`config.mk`:
```
export PLATFORM = sky130hd
export DESIGN_NAME = raster_dispatcher_flat
export DESIGN_NICKNAME = d
export VERILOG_FILES = /design/src/rtl/raster_dispatcher_if.sv /design/src/rtl/raster_dispatcher.sv /design/src/flat_wrapper.sv
export SDC_FILE = /design/constraint.sdc
export NUM_CORES = 1
export LEC_CHECK = 0
export CORE_AREA = 3 3 186 188
export CTS_CLUSTER_SIZE = 10
export DETAILED_ROUTE_END_ITERATION = 8
export DIE_AREA = 0 0 189 191
export GPL_ROUTABILITY_DRIVEN = 0
export SLEW_MARGIN = 40
export SYNTH_ARGS = -nofsm -noshare
export SYNTH_HDL_FRONTEND = slang
export SYNTH_SLANG_ARGS = --single-unit
```
`constraint.sdc`:
```
create_clock -name clk_in -period 4.6 [get_ports clk_in]
set_clock_uncertainty 0.15 [all_clocks]
set_input_delay 0.92 -clock clk_in [delete_from_list [all_inputs] [get_ports clk_in]]
set_output_delay 0.92 -clock clk_in [all_outputs]
set_load 0.01 [all_outputs]
```
`src/rtl/raster_dispatcher_if.sv`:
```
// rtl/raster_dispatcher_if.sv - triangle source and rasterizer handshake bundle
//
// Purpose: carries the two triangle sources and the rasterizer link of
// raster_dispatcher as one port.
//
// Signals (direction as seen by the dispatcher through modport master):
//   src_valid_in        in   [1:0]          per-source triangle valid
//   src_ready_out       out  [1:0]          per-source accept, one-hot or zero
//   src_x_in            in   [2*N*XWIDTH]   packed x vertices, source 0 in the low half
//   src_y_in            in   [2*N*YWIDTH]   packed y vertices
//   src_z_in            in   [2*N*ZWIDTH]   packed z vertices
//   rast_valid_out      out                 to the rasterizer valid_in
//   rast_ready_in       in                  from the rasterizer ready_out
//   rast_last_pixel_in  in                  from the rasterizer last_pixel
//   rast_x_out          out  [N*XWIDTH]     held triangle x
//   rast_y_out          out  [N*YWIDTH]     held triangle y
//   rast_z_out          out  [N*ZWIDTH]     held triangle z
// Modport slave is the mirror view used by the sources and the rasterizer.

interface raster_dispatcher_if #(
   parameter int N      = 3,
   parameter int XWIDTH = 16,
   parameter int YWIDTH = 16,
   parameter int ZWIDTH = 16
);
   logic [1:0]             src_valid_in;
   logic [1:0]             src_ready_out;
   logic [2*N*XWIDTH-1:0]  src_x_in;
   logic [2*N*YWIDTH-1:0]  src_y_in;
   logic [2*N*ZWIDTH-1:0]  src_z_in;
   logic                   rast_valid_out;
   logic                   rast_ready_in;
   logic                   rast_last_pixel_in;
   logic [N*XWIDTH-1:0]    rast_x_out;
   logic [N*YWIDTH-1:0]    rast_y_out;
   logic [N*ZWIDTH-1:0]    rast_z_out;

   modport master (
      input  src_valid_in,
      input  src_x_in,
      input  src_y_in,
      input  src_z_in,
      input  rast_ready_in,
      input  rast_last_pixel_in,
      output src_ready_out,
      output rast_valid_out,
      output rast_x_out,
      output rast_y_out,
      output rast_z_out
   );

   modport slave (
      output src_valid_in,
      output src_x_in,
      output src_y_in,
      output src_z_in,
      output rast_ready_in,
      output rast_last_pixel_in,
      input  src_ready_out,
      input  rast_valid_out,
      input  rast_x_out,
      input  rast_y_out,
      input  rast_z_out
   );
endinterface

```
`src/rtl/raster_dispatcher.sv`:
```
// rtl/raster_dispatcher.sv - shares one triangle rasterizer between two sources
//
// Purpose: round-robin arbiter and sequencer for a single triangle
// rasterizer. One triangle is in flight at a time: it is granted in IDLE,
// offered to the rasterizer in ISSUE and awaited in WAIT_DONE. Adds frame
// bracketing, per-frame statistics and a stuck-rasterizer watchdog.
//
// Ports:
//   clk_in           in   sole clock
//   rst_n_in         in   asynchronous active-low reset
//   bus              --   raster_dispatcher_if.master (sources + rasterizer link)
//   frame_start_in   in   pulse: clear statistics and any pending frame end
//   frame_end_in     in   pulse: stop accepting, drain, then frame_done_out
//   frame_done_out   out  one-cycle pulse when the drain completes
//   grant_out        out  source of the held or in-flight triangle
//   busy_out         out  high whenever a triangle is held (state != IDLE)
//   tri_count_out    out  triangles completed with last_pixel (saturating)
//   degen_count_out  out  triangles completed without last_pixel (saturating)
//   timeout_out      out  sticky watchdog flag

module raster_dispatcher #(
   parameter int N              = 3,
   parameter int XWIDTH         = 16,
   parameter int YWIDTH         = 16,
   parameter int ZWIDTH         = 16,
   parameter int CNT_WIDTH      = 16,
   parameter int TIMEOUT_CYCLES = 0
) (
   input  logic                  clk_in,
   input  logic                  rst_n_in,
   raster_dispatcher_if.master   bus,
   input  logic                  frame_start_in,
   input  logic                  frame_end_in,
   output logic                  frame_done_out,
   output logic                  grant_out,
   output logic                  busy_out,
   output logic [CNT_WIDTH-1:0]  tri_count_out,
   output logic [CNT_WIDTH-1:0]  degen_count_out,
   output logic                  timeout_out
);

   localparam int XW = N * XWIDTH;
   localparam int YW = N * YWIDTH;
   localparam int ZW = N * ZWIDTH;

   // The watchdog counter only has to reach TIMEOUT_CYCLES-1; it holds there
   // once the flag is set, so it never wraps.
   localparam int                WD_W    = (TIMEOUT_CYCLES > 1) ? $clog2(TIMEOUT_CYCLES) : 1;
   localparam logic [WD_W-1:0]   WD_LAST = WD_W'((TIMEOUT_CYCLES > 0) ? TIMEOUT_CYCLES - 1 : 0);
   localparam logic [CNT_WIDTH-1:0] CNT_MAX = '1;

   typedef enum logic [1:0] {
      IDLE      = 2'd0,
      ISSUE     = 2'd1,
      WAIT_DONE = 2'd2
   } state_t;

   state_t            state;
   logic              rr_ptr;     // source preferred when both request
   logic              end_pend;   // frame end seen, drain not yet reported
   logic [WD_W-1:0]   wd_cnt;

   logic [1:0]        req;
   logic              take;
   logic              sel;
   logic [XW-1:0]     sel_x;
   logic [YW-1:0]     sel_y;
   logic [ZW-1:0]     sel_z;

   // Arbitration is combinational so the accept lands in the same cycle as
   // the request. Requests are masked while a frame end is pending, which
   // keeps frame_done_out and a grant from ever sharing a cycle. Gating with
   // rst_n_in keeps src_ready_out low while reset is held.
   always_comb begin
      req = 2'b00;
      if (rst_n_in && (state == IDLE) && !end_pend) begin
         req = bus.src_valid_in;
      end
      take = |req;
      sel  = rr_ptr;
      if (req == 2'b01) begin
         sel = 1'b0;
      end else if (req == 2'b10) begin
         sel = 1'b1;
      end
      sel_x = sel ? bus.src_x_in[2*XW-1:XW] : bus.src_x_in[XW-1:0];
      sel_y = sel ? bus.src_y_in[2*YW-1:YW] : bus.src_y_in[YW-1:0];
      sel_z = sel ? bus.src_z_in[2*ZW-1:ZW] : bus.src_z_in[ZW-1:0];
   end

   assign bus.src_ready_out  = take ? (sel ? 2'b10 : 2'b01) : 2'b00;

   // The valid follows ready directly so it is offered exactly in the cycle
   // the rasterizer can take it.
   assign bus.rast_valid_out = (state == ISSUE) && bus.rast_ready_in;

   assign frame_done_out     = (state == IDLE) && end_pend;

   always_ff @(posedge clk_in or negedge rst_n_in) begin
      if (!rst_n_in) begin
         state           <= IDLE;
         rr_ptr          <= 1'b0;
         end_pend        <= 1'b0;
         wd_cnt          <= '0;
         grant_out       <= 1'b0;
         busy_out        <= 1'b0;
         tri_count_out   <= '0;
         degen_count_out <= '0;
         timeout_out     <= 1'b0;
         bus.rast_x_out  <= '0;
         bus.rast_y_out  <= '0;
         bus.rast_z_out  <= '0;
      end else begin
         case (state)
            IDLE: begin
               if (take) begin
                  bus.rast_x_out <= sel_x;
                  bus.rast_y_out <= sel_y;
                  bus.rast_z_out <= sel_z;
                  grant_out      <= sel;
                  rr_ptr         <= ~sel;
                  busy_out       <= 1'b1;
                  state          <= ISSUE;
               end
            end
            ISSUE: begin
               if (bus.rast_ready_in) begin
                  wd_cnt <= '0;
                  state  <= WAIT_DONE;
               end
            end
            WAIT_DONE: begin
               // Watchdog only flags; the triangle keeps waiting for the
               // rasterizer regardless.
               if (TIMEOUT_CYCLES > 0) begin
                  if (wd_cnt == WD_LAST) begin
                     timeout_out <= 1'b1;
                  end else begin
                     wd_cnt <= wd_cnt + 1'b1;
                  end
               end
               // The rasterizer drops ready after the issue, so the first
               // ready seen here marks completion; a triangle that covers no
               // pixels returns without last_pixel.
               if (bus.rast_ready_in) begin
                  if (bus.rast_last_pixel_in) begin
                     if (tri_count_out != CNT_MAX) begin
                        tri_count_out <= tri_count_out + 1'b1;
                     end
                  end else begin
                     if (degen_count_out != CNT_MAX) begin
                        degen_count_out <= degen_count_out + 1'b1;
                     end
                  end
                  busy_out <= 1'b0;
                  state    <= IDLE;
               end
            end
            default: begin
               busy_out <= 1'b0;
               state    <= IDLE;
            end
         endcase

         // Frame events are ordered so that a simultaneous start and end
         // leaves the counters cleared and the end pending.
         if (frame_done_out) begin
            end_pend <= 1'b0;
         end
         if (frame_start_in) begin
            end_pend        <= 1'b0;
            tri_count_out   <= '0;
            degen_count_out <= '0;
         end
         if (frame_end_in) begin
            end_pend <= 1'b1;
         end
      end
   end

endmodule

```
`src/flat_wrapper.sv`:
```
// flat-port wrapper written by rule: the top's interface ports become plain ports
module raster_dispatcher_flat 
#(
   parameter int N              = 3,
   parameter int XWIDTH         = 16,
   parameter int YWIDTH         = 16,
   parameter int ZWIDTH         = 16,
   parameter int CNT_WIDTH      = 16,
   parameter int TIMEOUT_CYCLES = 0
)
  (clk_in, rst_n_in, frame_start_in, frame_end_in, frame_done_out, grant_out, busy_out, tri_count_out, degen_count_out, timeout_out, bus_src_valid_in, bus_src_x_in, bus_src_y_in, bus_src_z_in, bus_rast_ready_in, bus_rast_last_pixel_in, bus_src_ready_out, bus_rast_valid_out, bus_rast_x_out, bus_rast_y_out, bus_rast_z_out);
  raster_dispatcher_if #(.N(N), .XWIDTH(XWIDTH), .YWIDTH(YWIDTH), .ZWIDTH(ZWIDTH)) bus_i ();
  input  logic clk_in;
  input  logic rst_n_in;
  input  logic frame_start_in;
  input  logic frame_end_in;
  output logic frame_done_out;
  output logic grant_out;
  output logic busy_out;
  output logic [CNT_WIDTH-1:0] tri_count_out;
  output logic [CNT_WIDTH-1:0] degen_count_out;
  output logic timeout_out;
  input wire logic [$bits(bus_i.src_valid_in)-1:0] bus_src_valid_in;
  input wire logic [$bits(bus_i.src_x_in)-1:0] bus_src_x_in;
  input wire logic [$bits(bus_i.src_y_in)-1:0] bus_src_y_in;
  input wire logic [$bits(bus_i.src_z_in)-1:0] bus_src_z_in;
  input wire logic [$bits(bus_i.rast_ready_in)-1:0] bus_rast_ready_in;
  input wire logic [$bits(bus_i.rast_last_pixel_in)-1:0] bus_rast_last_pixel_in;
  output wire logic [$bits(bus_i.src_ready_out)-1:0] bus_src_ready_out;
  output wire logic [$bits(bus_i.rast_valid_out)-1:0] bus_rast_valid_out;
  output wire logic [$bits(bus_i.rast_x_out)-1:0] bus_rast_x_out;
  output wire logic [$bits(bus_i.rast_y_out)-1:0] bus_rast_y_out;
  output wire logic [$bits(bus_i.rast_z_out)-1:0] bus_rast_z_out;
  assign bus_i.src_valid_in = bus_src_valid_in;
  assign bus_i.src_x_in = bus_src_x_in;
  assign bus_i.src_y_in = bus_src_y_in;
  assign bus_i.src_z_in = bus_src_z_in;
  assign bus_i.rast_ready_in = bus_rast_ready_in;
  assign bus_i.rast_last_pixel_in = bus_rast_last_pixel_in;
  assign bus_src_ready_out = bus_i.src_ready_out;
  assign bus_rast_valid_out = bus_i.rast_valid_out;
  assign bus_rast_x_out = bus_i.rast_x_out;
  assign bus_rast_y_out = bus_i.rast_y_out;
  assign bus_rast_z_out = bus_i.rast_z_out;
  raster_dispatcher #(.N(N), .XWIDTH(XWIDTH), .YWIDTH(YWIDTH), .ZWIDTH(ZWIDTH), .CNT_WIDTH(CNT_WIDTH), .TIMEOUT_CYCLES(TIMEOUT_CYCLES)) u_core (.clk_in(clk_in), .rst_n_in(rst_n_in), .bus(bus_i), .frame_start_in(frame_start_in), .frame_end_in(frame_end_in), .frame_done_out(frame_done_out), .grant_out(grant_out), .busy_out(busy_out), .tri_count_out(tri_count_out), .degen_count_out(degen_count_out), .timeout_out(timeout_out));
endmodule
```
==> load_flow_metrics.sql, run 1 <==
INSERT INTO impl_metrics (metric_group, metric, value, unit) VALUES
('pwr', 'netSwitchingFraction', '31.0', '%'),
('pwr', 'fin_total_pwr', '6.80', 'mW'),
('sta', 'worst-slew-pin-transition', '0.972', 'ns'),
('logic_synthesis', 'synth_cells', '704', ''),
('logic_synthesis', 'netlist_area', '7890', 'µm²'),
('floorplanning', 'floorplan.io_pins', '479', ''),
('logic_synthesis', 'synth-seq-area-share', '57.7', '%'),
('logic_synthesis', 'synthDominantCellAreaShare', '57.7', '%'),
('logic_synthesis', 'synth_nets', '1002', ''),
('worst_setup_path', 'r2r.worst_path.cells', '5', ''),
('clock_network', 'cts.sinks', '182', ''),
('sta', 'finalCritPeriodShare', '77.5', '%'),
('global_routing', 'via_count_of_the_first_global_routing_pass', '7894', ''),
('sta', 'finalSetupViolCount', '0', ''),
('floorplanning', 'die_span_y', '191', 'µm'),
('clock_network', 'cts.root.buffer_cell', 'sky130_fd_sc_hd__clkbuf_16', ''),
('worst_setup_path', 'setup.reg_to_reg.worst_slack', '1.91', 'ns'),
('worst_setup_path', 'worst_path_required', '3.53', 'ns'),
('logic_synthesis', 'most_instantiated_library_cell_after_synthesis', 'sky130_fd_sc_hd__dfrtp_1', ''),
('worst_setup_path', 'critical_path_capture_point_type', 'primary output', ''),
('logic_synthesis', 'post_synth.cell_area_avg', '11.2', 'µm²'),
('finish', 'ff_latch_area', '4550', 'µm²'),
('worst_setup_path', 'worst-path-max-fanout', '3', ''),
('clock_network', 'ctsResizeCount', '0', ''),
('drt', 'routed_via_density', '4.89', ''),
('sta', 'max_slew_violation_total_from_the_final_report', '0', ''),
('logic_synthesis', 'synth-edff-count', '0', ''),
('pwr', 'clock_power_share', '23.3', '%'),
('clock_network', 'htree_levels', '4', ''),
('global_routing', 'gr-usage-all-layers', '16.6', '%'),
('placed_design', 'placement.io_buffers', '477', ''),
('finish', 'nFillCells', '3216', ''),
('drt', 'antenna_violating_nets_post_route', '0', ''),
('logic_synthesis', 'synth_area_leader_cell', 'sky130_fd_sc_hd__dfrtp_1', ''),
('clock_network', 'cts_inserted_buffers', '17', ''),
('sta', 'clock.fmax', '280', 'MHz'),
('floorplanning', 'coreArea', '33300', 'µm²'),
('flow_run', 'max-cap-violations', '0', ''),
('global_routing', 'antenna_found_initial', '2', ''),
('worst_setup_path', 'worst-setup-path-type', 'in2out', ''),
('clock_network', 'post_cts_hold_buffer_count', '0', ''),
('clock_network', 'tritoncts', 'done', ''),
('pwr', 'power_leakage', '6.05', 'nW'),
('pwr', 'vdd.ir_drop.worst', '0.243', 'mV'),
('floorplanning', 'die_x', '189', 'µm'),
('finish', 'final_layout_size_suffix_gt1_share', '5.15', '%'),
('floorplanning', 'num_rows', '67', ''),
('hold_path', 'worstHoldPathType', 'reg2reg', ''),
('pwr', 'power-per-cell-area', '494', 'nW/µm²'),
('drt', 'detail_route.wirelength', '31600', 'µm'),
('global_routing', 'grt_start_max_net_pins', '146', ''),
('floorplanning', 'initial_utilization', '23.7', '%'),
('global_routing', 'grt_pass1_wl', '46400', 'µm'),
('worst_setup_path', 'critical_path.startpoint_type', 'input port', ''),
('pwr', 'power.combinational.fraction', '39.4', '%'),
('finish', 'finalNonFillerCells', '1614', ''),
('finish', 'area_delta_synth_final', '74.5', '%'),
('clock_network', 'post-cts-setup-buffers', '0', ''),
('sta', 'finalSetupTns', '0', 'ns'),
('logic_synthesis', 'ys_types', '46', ''),
('drt', 'dr_total_vias', '7888', ''),
('worst_setup_path', 'arrival', '2.50', 'ns'),
('placed_design', 'post_place_cells', '1581', ''),
('sta', 'timing.max_slew.rel_slack', '35.2', '%'),
('drt', 'first_pass_iteration_count_of_the_detailed_router', '9', ''),
('run_status', 'run_status', 'completed', ''),
('sta', 'timing_hold_violations_final', '0', ''),
('placed_design', 'place.detailed.hpwl', '22500', 'µm'),
('logic_synthesis', 'post_synth_most_frequent_cells', '182 x sky130_fd_sc_hd__dfrtp_1, 153 x sky130_fd_sc_hd__inv_1, 144 x sky130_fd_sc_hd__a222oi_1, 52 x sky130_fd_sc_hd__clkbuf_1, 26 x sky130_fd_sc_hd__a21oi_1', ''),
('drt', 'post-route-drc-count', '0', ''),
('clock_network', 'clkTransAtPathRegs', '0.07', 'ns');
-- cells in the final DEF (no fill, tap or decap), drive strengths merged, types with 2 or more instances in the layout --
master,instances
bufinv,3
nor4,5
or4,16
nor3,3
nand3,9
or3,6
a211oi,2
and4,3
or2,2
clkinv,2
nor2b,5
clkdlybuf4s50,476
dfrtp,182
nand4,7
and3,6
nor2,13
o41ai,2
clkbuf,21
a222oi,144
clkinvlp,2
inv,158
nand2,11
o31ai,12
nand2b,4
ha,2
mux2,7
buf,9
a21oi,26
o21ai,11
o2111ai,2
-- path summary, 6_finish.rpt --
check	from	end
setup reg to reg	u_core.state[0]	u_core.bus.rast_z_out[39]
hold / removal	u_core.busy_out	u_core.busy_out
hold reg to reg	u_core.busy_out	u_core.busy_out
max in group asynchronous	rst_n_in	u_core.bus.rast_y_out[33]
min in group asynchronous	rst_n_in	u_core.bus.rast_x_out[39]
setup / recovery	rst_n_in	bus_src_ready_out[1]
-- metrics by stage --
step / hold WS [ns] / utilization, % / setup WS, ns / cell area [µm²]
after floorplan: 0.351 / - / 1.53 / 7890
after global placement: 0.317 / 39.5 / 1.01 / 13100
after detailed placement: 0.323 / 39.5 / 1.00 / 13100
after CTS: 0.341 / 41.4 / 1.02 / 13800
after global routing: 0.358 / 41.4 / 0.959 / 13800
final: 0.333 / 41.4 / 1.03 / 13800
-- logic make-up (layout without fill, tap and decap cells) --
family,count (synthesis),count (layout),synth area share [%]
fa+ha+maj,2,2,0.317
xor+xnor,1,1,0.111
other cells,1,2,0.0475
flops,182,182,57.7
mux,8,8,1.13
compound gates,204,204,22.9
buf+inv,210,671,10.1
simple gates,96,96,7.77
-- power groups by stage --
| stage | Combinational [mW] | Clock [mW] | Sequential, mW |
|---|---|---|---|
| finish | 2.68 | 1.58 | 2.54 |
| global route | 2.88 | 1.70 | 2.60 |
| CTS | 2.72 | 1.65 | 2.53 |
| detailed placement | 2.71 | 0 | 2.54 |
| global placement | 2.69 | 0 | 2.53 |
| floorplan | 0.733 | 0 | 2.77 |
-- flip-flops by register name (all words and copies together), names as in the netlist --
register and cells:
u_core.bus.rast_x_out 48, u_core.bus.rast_y_out 48, u_core.bus.rast_z_out 48, u_core.degen_count_out 16
u_core.tri_count_out 16, u_core.state 2, u_core.busy_out 1, u_core.end_pend 1
u_core.grant_out 1, u_core.rr_ptr 1
-- metal layers --
| metal | track usage [%] | vias to the layer above | part of all wire [%] |
|---|---|---|---|
| li1 | - | 3607 | - |
| met4 | 5.13 | 2 | 1.9 |
| met1 | 19.2 | 3888 | 39 |
| met3 | 6.49 | 38 | 9.0 |
| met5 | 0 | - | 0.063 |
| met2 | 28.4 | 353 | 50 |
-- critical path, cell delays in order --
cell and delay (ns):
sky130_fd_sc_hd__clkbuf_8 0.11, sky130_fd_sc_hd__nor4b_1 0.59, sky130_fd_sc_hd__and3_4 0.34, sky130_fd_sc_hd__clkdlybuf4s50_1 0.54
-- area by class of cell --
| type | instances | share of cell area, % |
|---|---|---|
| Antenna cell | 1 | 0.0182 |
| Clock buffer | 20 | 3.39 |
| Clock inverter | 12 | 1.15 |
| Inverter | 153 | 4.17 |
| Multi-Input combinational cell | 312 | 18.7 |
| Sequential cell | 182 | 33.1 |
| Tap cell | 448 | 4.07 |
| Timing Repair Buffer | 486 | 35.5 |
No activity file was read; power rests on OpenSTA's default activity.
==> inputs of run 2 (changes only) <==
--- a/config.mk
+++ b/config.mk
@@ -5,10 +5,10 @@
 export SDC_FILE = /design/constraint.sdc
 export NUM_CORES = 1
 export LEC_CHECK = 0
-export CORE_AREA = 3 3 186 188
+export CORE_AREA = 3 3 187 189
 export CTS_CLUSTER_SIZE = 10
 export DETAILED_ROUTE_END_ITERATION = 8
-export DIE_AREA = 0 0 189 191
+export DIE_AREA = 0 0 190 192
 export GPL_ROUTABILITY_DRIVEN = 0
 export SLEW_MARGIN = 40
 export SYNTH_ARGS = -nofsm -noshare
==> constraint.sdc (replaced) <==
create_clock -name clk_in -period 3.54 [get_ports clk_in]
set_clock_uncertainty 0.15 [all_clocks]
set_input_delay 0.708 -clock clk_in [delete_from_list [all_inputs] [get_ports clk_in]]
set_output_delay 0.708 -clock clk_in [all_outputs]
set_load 0.01 [all_outputs]
==> run 2 against run 1 <==
Effect of this change:
- register-to-register slack lost 0.96 ns
- worst hold slack worse by 0.17 ns
- non-clock buffer count is 1 higher
- wire length increased by 2.2%
- cell count increased by 0.37%
- sequential power rose by 29%
- core utilization decreased by 0.080 points
- critical path depth unchanged
- setup slack worse by 0.65 ns
- count of clock-buffer cells in the layout shrank 3
- largest cell class unchanged
- clock power up 27%
==> load_flow_metrics.sql, run 2 (synthesized netlist as in run 1, its figures left out) <==
INSERT INTO impl_metrics (metric_group, metric, value, unit) VALUES
('clock_network', 'clkTransAtPathRegs', '0.07', 'ns'),
('drt', 'routed_via_density', '4.91', ''),
('finish', 'commonest_non_fill_non_tap_cell_in_the_layout', 'sky130_fd_sc_hd__clkdlybuf4s50_1', ''),
('drt', 'detail_route.iter0.violations', '1078', ''),
('pwr', 'power_leakage', '6.06', 'nW'),
('pwr', 'vdd.ir_drop.worst', '0.331', 'mV'),
('pwr', 'power-per-cell-area', '638', 'nW/µm²'),
('global_routing', 'grt_start_max_net_pins', '146', ''),
('clock_network', 'worstSkewPairLatency', '0.44', 'ns'),
('run_status', 'run_status', 'completed', ''),
('finish', 'layout_top_registers', 'u_core.bus.rast_x_out: 48 flops, u_core.bus.rast_y_out: 48 flops, u_core.bus.rast_z_out: 48 flops', ''),
('floorplanning', 'fp.dieArea', '36500', 'µm²'),
('global_routing', 'via_count_of_the_first_global_routing_pass', '8014', ''),
('sta', 'finalSetupViolCount', '0', ''),
('drt', 'first_pass_iteration_count_of_the_detailed_router', '9', ''),
('worst_setup_path', 'worst-setup-path-type', 'reg2out', ''),
('sta', 'post-route-min-period', '3.16', 'ns'),
('floorplanning', 'num_rows', '67', ''),
('clock_network', 'tritoncts', 'done', ''),
('drt', 'post-route-drc-count', '0', ''),
('worst_setup_path', 'crit_path_top_delay_cell', 'sky130_fd_sc_hd__clkdlybuf4s50_1', ''),
('worst_setup_path', 'critical_path_capture_point_type', 'primary output', ''),
('drt', 'dr_total_vias', '7957', ''),
('sta', 'clock.fmax', '317', 'MHz'),
('clock_network', 'cts.sinks', '182', ''),
('floorplanning', 'coreArea', '33400', 'µm²'),
('global_routing', 'gr-total-overflow', '0', ''),
('sta', 'hold_ws', '0.166', 'ns'),
('global_routing', 'antenna_found_initial', '7', ''),
('finish', 'finalCoreUtilization', '41.3', '%'),
('sta', 'max_slew_violation_total_from_the_final_report', '0', ''),
('floorplanning', 'initial_utilization', '23.6', '%'),
('sta', 'finalSetupTns', '0', 'ns'),
('clock_network', 'cts_buffer_depth', '2', ''),
('sta', 'worst-slew-pin-transition', '0.863', 'ns'),
('placed_design', 'post_place_cells', '1581', ''),
('clock_network', 'htree_levels', '4', ''),
('clock_network', 'ctsResizeCount', '0', ''),
('flow_run', 'max-cap-violations', '0', ''),
('drt', 'avgRoutedWirePerCell', '20.0', 'µm'),
('global_routing', 'grt_pass1_wl', '47000', 'µm'),
('finish', 'final_layout_size_suffix_gt1_share', '5.15', '%'),
('floorplanning', 'die_span_y', '192', 'µm'),
('drt', 'detail_route.wirelength', '32300', 'µm'),
('worst_setup_path', 'arrival', '2.30', 'ns'),
('sta', 'finalCritPeriodShare', '89.2', '%'),
('sta', 'timing_hold_violations_final', '0', ''),
('worst_setup_path', 'critical_path.startpoint_type', 'flop', ''),
('worst_setup_path', 'worst_path_required', '2.68', 'ns'),
('finish', 'num-nets-final', '1451', ''),
('worst_setup_path', 'timing.critical_path.slowest_cell_delay', '0.54', 'ns'),
('finish', 'finalNonFillerCells', '1620', ''),
('finish', 'area_delta_synth_final', '75.0', '%'),
('drt', 'antenna_violating_nets_post_route', '0', ''),
('placed_design', 'placement.io_buffers', '477', ''),
('worst_setup_path', 'worstPathBufferInverterCount', '2', ''),
('worst_setup_path', 'timing.critical_path.max_delay_family', 'buffers and inverters', ''),
('hold_path', 'worstHoldPathType', 'in2async', ''),
('floorplanning', 'floorplan.io_pins', '479', ''),
('clock_network', 'cts_inserted_buffers', '17', ''),
('floorplanning', 'die_x', '190', 'µm'),
('worst_setup_path', 'path_cells', 'nor4b_1, buf_4, and3_4, clkdlybuf4s50_1', ''),
('clock_network', 'cts.root.buffer_cell', 'sky130_fd_sc_hd__clkbuf_16', ''),
('worst_setup_path', 'worst-path-max-fanout', '8', ''),
('pwr', 'fin_total_pwr', '8.82', 'mW'),
('sta', 'timing.max_slew.rel_slack', '42.5', '%'),
('placed_design', 'place.detailed.hpwl', '23100', 'µm'),
('finish', 'layout_common_cells', '476 x sky130_fd_sc_hd__clkdlybuf4s50_1, 182 x sky130_fd_sc_hd__dfrtp_1, 153 x sky130_fd_sc_hd__inv_1', ''),
('global_routing', 'gr-usage-all-layers', '16.8', '%'),
('sta', 'grt_setup_unrepaired', 'no', '');
## run 2: timing repair
item                      CTS  global route
hold buffers                1             0
setup buffers               0             0
hold endpoints to repair   14             0
## run 2: metrics by stage
stage                     worst slack [ns]  instance area [µm²]
after detailed placement             0.467                13200
after floorplan                      0.892                 7890
final                                0.381                13800
after CTS                            0.323                13800
after global routing                 0.261                13800
after global placement               0.449                13200
## run 2: final cells by class
class | instances | area, µm²
Antenna cell | 6 | 15.0
Clock inverter | 15 | 186
Multi-Input combinational cell | 312 | 2570
Inverter | 153 | 574
Clock buffer | 17 | 425
Fill cell | 3171 | 19600
Tap cell | 448 | 561
Timing Repair Buffer | 487 | 4930
Sequential cell | 182 | 4550
## run 2: power by group
group	switching, mW	total (mW)	internal, mW
combinational	1.42	3.52	2.10
sequential	0.464	3.28	2.82
clock	0.936	2.01	1.07
## run 2: path summary, 6_finish.rpt
check | start | end | slack [ns] | depth (start not counted)
max | u_core.state[0] | bus_src_ready_out[1] | 0.38 | 4
min | rst_n_in | u_core.tri_count_out[10] | 0.17 | 2
max reg2reg | u_core.state[0] | u_core.bus.rast_y_out[23] | 0.95 | 6
min reg2reg | u_core.busy_out | u_core.busy_out | 0.33 | 2
max in group asynchronous | rst_n_in | u_core.tri_count_out[13] | 2.07 | 2
min in group clk_in | u_core.busy_out | u_core.busy_out | 0.33 | 2
## run 2: metal layers
metal / part of all wire, % / GRT usage [%] / up-vias
met5: 0.093 / 0 / -
met2: 51 / 27.9 / 328
li1: - / - / 3611
met4: 2.6 / 7.02 / 4
met1: 38 / 19.7 / 3967
met3: 8.7 / 5.99 / 47
